## src/rtl/zuc256_core_arbiter_pkg.sv

```systemverilog
// Shared definitions for the ZUC-256 core arbiter: core widths and FSM states.
package zuc256_core_arbiter_pkg;

  localparam int ZUC256_KEY_W = 256;
  localparam int ZUC256_IV_W  = 184;

  typedef enum logic [1:0] {
    ARB_IDLE  = 2'd0,
    ARB_OWN0  = 2'd1,
    ARB_OWN1  = 2'd2,
    ARB_DRAIN = 2'd3
  } arb_state_e;

  // Ownership state that corresponds to a granted port index.
  function automatic arb_state_e own_state(input logic port);
    return port ? ARB_OWN1 : ARB_OWN0;
  endfunction

endpackage

```

## src/rtl/zuc256_core_arbiter_rr_arb.sv

```systemverilog
// Two-way round-robin picker; ptr names the port favoured on a tie.
// The pointer register itself lives in the parent.
module zuc256_rr_arb (
  input  logic [1:0] req,
  input  logic       ptr,
  input  logic       en,
  output logic [1:0] gnt,
  output logic       ptr_next
);

  // Pick one requester and point the favour at the port that lost.
  always_comb begin
    gnt      = 2'b00;
    ptr_next = ptr;
    if (en) begin
      case (req)
        2'b01: begin
          gnt      = 2'b01;
          ptr_next = 1'b1;
        end
        2'b10: begin
          gnt      = 2'b10;
          ptr_next = 1'b0;
        end
        2'b11: begin
          if (ptr) begin
            gnt      = 2'b10;
            ptr_next = 1'b0;
          end else begin
            gnt      = 2'b01;
            ptr_next = 1'b1;
          end
        end
        default: begin
          gnt      = 2'b00;
          ptr_next = ptr;
        end
      endcase
    end
  end

endmodule

```

## src/rtl/zuc256_core_arbiter.sv

```systemverilog
// Shares one ZUC-256 keystream core between the MAC engine (port 0) and the
// cipher engine (port 1). Ownership is locked for a whole session; a release
// while the core is busy drains until the core reports ready again.
module zuc256_core_arbiter
  import zuc256_core_arbiter_pkg::*;
#(
  parameter int KEY_W    = ZUC256_KEY_W,
  parameter int IV_W     = ZUC256_IV_W,
  parameter int HOLD_W   = 16,
  parameter int HOLD_MAX = 4096
) (
  input  logic             clk,
  input  logic             reset,
  input  logic [1:0]       req_i,
  input  logic [1:0]       init_i,
  input  logic [1:0]       next_i,
  input  logic [KEY_W-1:0] key0_i,
  input  logic [KEY_W-1:0] key1_i,
  input  logic [IV_W-1:0]  iv0_i,
  input  logic [IV_W-1:0]  iv1_i,
  output logic [1:0]       gnt_o,
  output logic [1:0]       ready_o,
  output logic [31:0]      z_o,
  output logic             busy_o,
  output logic             starve_o,
  output logic             drop_o,
  output logic             core_init,
  output logic             core_next,
  output logic [KEY_W-1:0] core_key,
  output logic [IV_W-1:0]  core_iv,
  input  logic [31:0]      core_z,
  input  logic             core_ready
);

  localparam logic [HOLD_W-1:0] HOLD_LIMIT = HOLD_W'(HOLD_MAX);

  arb_state_e        state_q, state_d;
  logic [1:0]        gnt_q, gnt_d;
  logic              ptr_q, ptr_d;
  logic [HOLD_W-1:0] hold_q, hold_d;
  logic              drop_q, drop_d;
  logic [1:0]        pick_gnt;
  logic              pick_ptr;
  logic              owner;
  logic              owner_strobe;
  logic              other_waiting;

  // The registered one-hot grant identifies the owner in OWN and DRAIN alike.
  assign owner         = gnt_q[1];
  assign owner_strobe  = init_i[owner] | next_i[owner];
  assign other_waiting = owner ? req_i[0] : req_i[1];

  zuc256_rr_arb u_rr_arb (
    .req      (req_i),
    .ptr      (ptr_q),
    .en       (state_q == ARB_IDLE),
    .gnt      (pick_gnt),
    .ptr_next (pick_ptr)
  );

  // Session FSM: grant from IDLE, forward owner strobes, release or drain.
  always_comb begin
    state_d   = state_q;
    gnt_d     = gnt_q;
    ptr_d     = ptr_q;
    drop_d    = drop_q;
    core_init = 1'b0;
    core_next = 1'b0;
    ready_o   = 2'b00;
    case (state_q)
      ARB_IDLE: begin
        if (|req_i) begin
          state_d = own_state(pick_gnt[1]);
          gnt_d   = pick_gnt;
          ptr_d   = pick_ptr;
        end
      end
      ARB_OWN0, ARB_OWN1: begin
        core_init = init_i[owner] & core_ready;
        core_next = next_i[owner] & core_ready;
        ready_o   = owner ? {core_ready, 1'b0} : {1'b0, core_ready};
        if (owner_strobe && !core_ready) begin
          drop_d = 1'b1;
        end
        if (!req_i[owner]) begin
          if (core_ready) begin
            state_d = ARB_IDLE;
            gnt_d   = 2'b00;
          end else begin
            state_d = ARB_DRAIN;
          end
        end
      end
      ARB_DRAIN: begin
        if (core_ready) begin
          state_d = ARB_IDLE;
          gnt_d   = 2'b00;
        end
      end
      default: begin
        state_d = ARB_IDLE;
        gnt_d   = 2'b00;
      end
    endcase
  end

  // Count owner cycles while the other port waits; cleared on every return to IDLE.
  always_comb begin
    hold_d = hold_q;
    if (state_d == ARB_IDLE) begin
      hold_d = '0;
    end else if (state_q != ARB_IDLE && other_waiting && !(&hold_q)) begin
      hold_d = hold_q + 1'b1;
    end
  end

  // Key/IV follow the registered grant so DRAIN keeps the owner's values on the core.
  always_comb begin
    core_key = '0;
    core_iv  = '0;
    if (gnt_q[0]) begin
      core_key = key0_i;
      core_iv  = iv0_i;
    end else if (gnt_q[1]) begin
      core_key = key1_i;
      core_iv  = iv1_i;
    end
  end

  assign gnt_o    = gnt_q;
  assign z_o      = (|gnt_q) ? core_z : 32'd0;
  assign busy_o   = (state_q != ARB_IDLE);
  assign starve_o = (hold_q >= HOLD_LIMIT);
  assign drop_o   = drop_q;

  // State registers; reset abandons any session without telling the core.
  always_ff @(posedge clk) begin
    if (reset) begin
      state_q <= ARB_IDLE;
      gnt_q   <= 2'b00;
      ptr_q   <= 1'b0;
      hold_q  <= '0;
      drop_q  <= 1'b0;
    end else begin
      state_q <= state_d;
      gnt_q   <= gnt_d;
      ptr_q   <= ptr_d;
      hold_q  <= hold_d;
      drop_q  <= drop_d;
    end
  end

endmodule
```

## config.mk

```make
export PLATFORM = sky130hd
export DESIGN_NAME = zuc256_core_arbiter
export DESIGN_NICKNAME = d
export VERILOG_FILES = /design/src/rtl/zuc256_core_arbiter_pkg.sv /design/src/rtl/zuc256_core_arbiter_rr_arb.sv /design/src/rtl/zuc256_core_arbiter.sv
export SDC_FILE = /design/constraint.sdc
export NUM_CORES = 1
export LEC_CHECK = 0
export ABC_CLOCK_PERIOD_IN_PS = 2400
export CAP_MARGIN = 20
export CORE_AREA = 2 2 541 543
export CTS_BUF_LIST = sky130_fd_sc_hd__clkbuf_8
export DETAILED_ROUTE_END_ITERATION = 10
export DIE_AREA = 0 0 543 545
export GPL_TIMING_DRIVEN = 0
export PLACE_DENSITY = 0.3
export RECOVER_POWER = 100
export SYNTH_ARGS = -nofsm -noshare
export SYNTH_HDL_FRONTEND = slang
export SYNTH_HIERARCHICAL = 1
export SYNTH_SLANG_ARGS = --single-unit
```

## constraint.sdc

```tcl
create_clock -name clk -period 2.4 [get_ports clk]
set_input_delay 0.36 -clock clk [delete_from_list [all_inputs] [get_ports clk]]
set_output_delay 0.36 -clock clk [all_outputs]
set_load 0.005 [all_outputs]
```

==> results.yml <==
placed_design:
  io_buffers: 1401
  place_congestion: 1.18
  dp_hpwl_mm: 244
  detailedPlace.worstSlack_ns: -2.21
clock_network:
  numCtsBuffers: 3
  htreeDepth: 1
  cts_tree: "built"
  path_clk_slew_ns: 0.09
  clock_latency_ns: 0.27
  cts_root_buffer: "clkbuf_8"
  clk_path_buf_depth: 2
  clock-sinks: 22
logic_synthesis:
  synth_most_common_cell: "a22o_1"
  synthFlopType: "dfxtp_1"
  synth_nets: 1657
  yosys_warnings: 6
  syn_area_um2: 5840
  yosysTopAreaCell: "a22o_1"
  synthCells: 732
  yosysSeqAreaShare_pct: 7.54
  synthTopCellsByArea: "a22o_1, dfxtp_1, clkbuf_1"
  synth_seq_cells: 22
  synth-edff-count: 0
  synth.top_cell.area_share_pct: 66.0
  ys_top_cells_by_count: "a22o_1, clkbuf_1, buf_2, nor2b_1"
  async_flop_share_pct: 0
  synth_cell_types: 42
  avgSynthCellArea_um2: 7.98
global_route:
  antenna_found_initial: 308
  grt_use_total_pct: 16.8
  grt_pass1_vias: 15300
  grt_max_degree: 14
  grt.overflow.total: 0
  grt_pass1_wl_mm: 291
run_status:
  violations: "negative setup slack"
  status: "finished with violations"
timing:
  rsz0062_at_grt: "yes"
  fin_ws_ns: -0.188
  maxSlewViolCount: 0
  relSlewSlack_pct: 61.2
  finClkSkew_ns: 0.00134
  hold_viol: 0
  timing.fmax_ghz: 0.386
  fin_crit_sh_pct: 108
  fin_crit_ns: 2.59
  tightestPinTransition_ns: 0.584
  setup_viol: 104
power:
  swShare_pct: 51.7
  p_int_w: 0.00903
  clkPwrFrac_pct: 1.9
  max-vdd-ir-drop_mv: 0.265
  power.density_nw_per_um2: 636
  design_power_total_w: 0.0187
  power.switching_w: 0.00968
  combPwrFrac_pct: 95.5
  p_seq_share_pct: 2.5
  p_leak_nw: 11.4
critical_path:
  crit_type: "reg2out"
  crit_fanout: 7
  rr_endpoint: "hold_q[13]"
  cp-end-kind: "output port"
  reg2reg_depth: 8
  ff2ff_setup_slack_ns: 0.27
  cp_data_arrival_time_ns: 2.23
  worstPathRequired_ns: 2.04
  r2r_start: "state_q[0]"
  start_kind: "register"
layout:
  multiInputGateArea_um2: 6180
  area_delta_synth_final_pct: 404
  ff_latch_area_um2: 448
  fin_nets: 3204
  nFillCells: 33600
  drive_gt1_share_pct: 36.9
floorplan:
  die_h_um: 545
  initial_core_util_pct: 2.01
  dieArea_um2: 296000
  fp.coreArea_um2: 290000
  die_w_um: 543
  ios: 1402
  rows: 198
min_path:
  holdPathStages: 2
  worstHoldStart: "drop_o"
  min_to: "drop_o"
  min_path_type: "reg2reg"
detailed_routing:
  avgViaCountPerCell: 2.53
  wire_per_inst_um: 41.6
  drt_iter0_drc: 1050
  ant_nets: 0
  drt_pass1_iterations: 5
  wirelength_mm: 262
  route.detailed.drc: 0
  vias: 15900
job:
  max-cap-violations: 0
## critical path: stages (launching register included)
cell and delay [ns]:
dfxtp_4 0.39, buf_6 0.13, nor2b_4 0.11, clkbuf_16 0.18, buf_12 0.14, buf_16 0.17
buf_8 0.16, buf_12 0.14, clkbuf_16 0.16, a22o_1 0.17, buf_6 0.17
## power groups by stage
stage / clock network, W / logic, W / registers (W)
global placement: 0 / 0.0149 / 0.000475
detailed placement: 0 / 0.0150 / 0.000479
finish: 0.000361 / 0.0179 / 0.000475
floorplan: 0 / 0.00331 / 0.000457
CTS: 0.000368 / 0.0179 / 0.000476
global route: 0.000381 / 0.0187 / 0.000486
## per-stage QoR
stage	utilization (%)	cell area, um^2	setup TNS [ns]	std cells	hold slack, ns
2_1_floorplan	-	5840	0	732	0.429
3_3_place_gp	8.53	24700	-1384.70	6033	0.493
3_5_place_dp	8.59	24900	-617.33	6040	0.493
4_1_cts	9.85	28600	-41.95	6162	0.514
5_1_grt	10.1	29300	-18.89	6258	0.539
6_report	10.1	29400	-6.51	6311	0.500
## cells by family (layout without fill, tap and decap cells)
kind of cell | after synthesis | in the layout | synth area share [%]
AOI/OAI and AO/OA | 477 | 477 | 70.5
xor gates and xnor gates | 9 | 9 | 1.35
adders and majority gates | 4 | 4 | 0.857
buffers and inverters | 119 | 1665 | 9.11
DFF | 22 | 22 | 7.54
muxes | 6 | 6 | 1.11
other | 0 | 133 | 0
and+or+nand+nor | 95 | 95 | 9.54
## state kept, by name, summed over array words and instances (netlist names)
register	count
hold_q	16
gnt_o	2
state_q	2
drop_o	1
ptr_q	1
## placed cells by master, fill, tap and decap left out, types with 6 or more instances in the layout
cell             instances
clkbuf_2                73
diode_2                133
a22o_4                 148
buf_2                   95
a22o_1                 290
nand2_1                  9
clkdlybuf4s50_1        931
xnor2_1                  8
nor2_1                  21
dfxtp_1                 20
buf_6                  256
dlymetal6s2s_1          18
buf_12                  60
clkdlybuf4s15_1         12
clkbuf_16               36
buf_4                   59
dlygate4sd2_1           15
inv_1                   12
nand3_1                  6
a211oi_1                 6
a21oi_1                 13
clkdlybuf4s15_2         13
clkbuf_8                12
nor2b_1                 34
buf_16                  11
clkbuf_4                 9
buf_8                   50
## metal layers
metal,vias to the layer above,part of all wire (%),track usage (%)
met3,534,15,10.7
met2,1428,42,25.3
li1,6374,-,-
met4,188,4.4,5.85
met1,7421,38,18.9
met5,-,0.49,0
## cell type report
class	instances	area share, %
Clock buffer	3	0.140
Inverter	12	0.153
Timing Repair Buffer	1568	54.5
Buffer	81	4.83
Clock inverter	1	0.102
Antenna cell	133	1.13
Sequential cell	22	1.52
Tap cell	3900	16.6
Multi-Input combinational cell	591	21.0
## timing repair
action | in CTS | in global routing
setup endpoints to repair | 475 | 437
setup buffers | 106 | 52
pin swaps | 52 | 80
hold buffers | 0 | 0
resized for setup | 2627 | 461
endpoints found under the hold margin | 0 | 0
cloned | 15 | 9
## worst max-delay path by stage
| stage | to | depth (start not counted) | startpoint | slack [ns] |
|---|---|---|---|---|
| 2_1_floorplan | core_iv[100] | 6 | gnt_o[1] | 0.61 |
| 3_3_place_gp | core_key[60] | 7 | gnt_o[1] | -4.22 |
| 3_5_place_dp | core_key[60] | 7 | gnt_o[1] | -2.21 |
| 4_1_cts | core_iv[39] | 8 | gnt_o[1] | -0.32 |
| 5_1_grt | core_key[44] | 8 | gnt_o[0] | -0.26 |
| 6_report | core_iv[155] | 10 | gnt_o[0] | -0.19 |
Power figures use the tool's default switching activity.
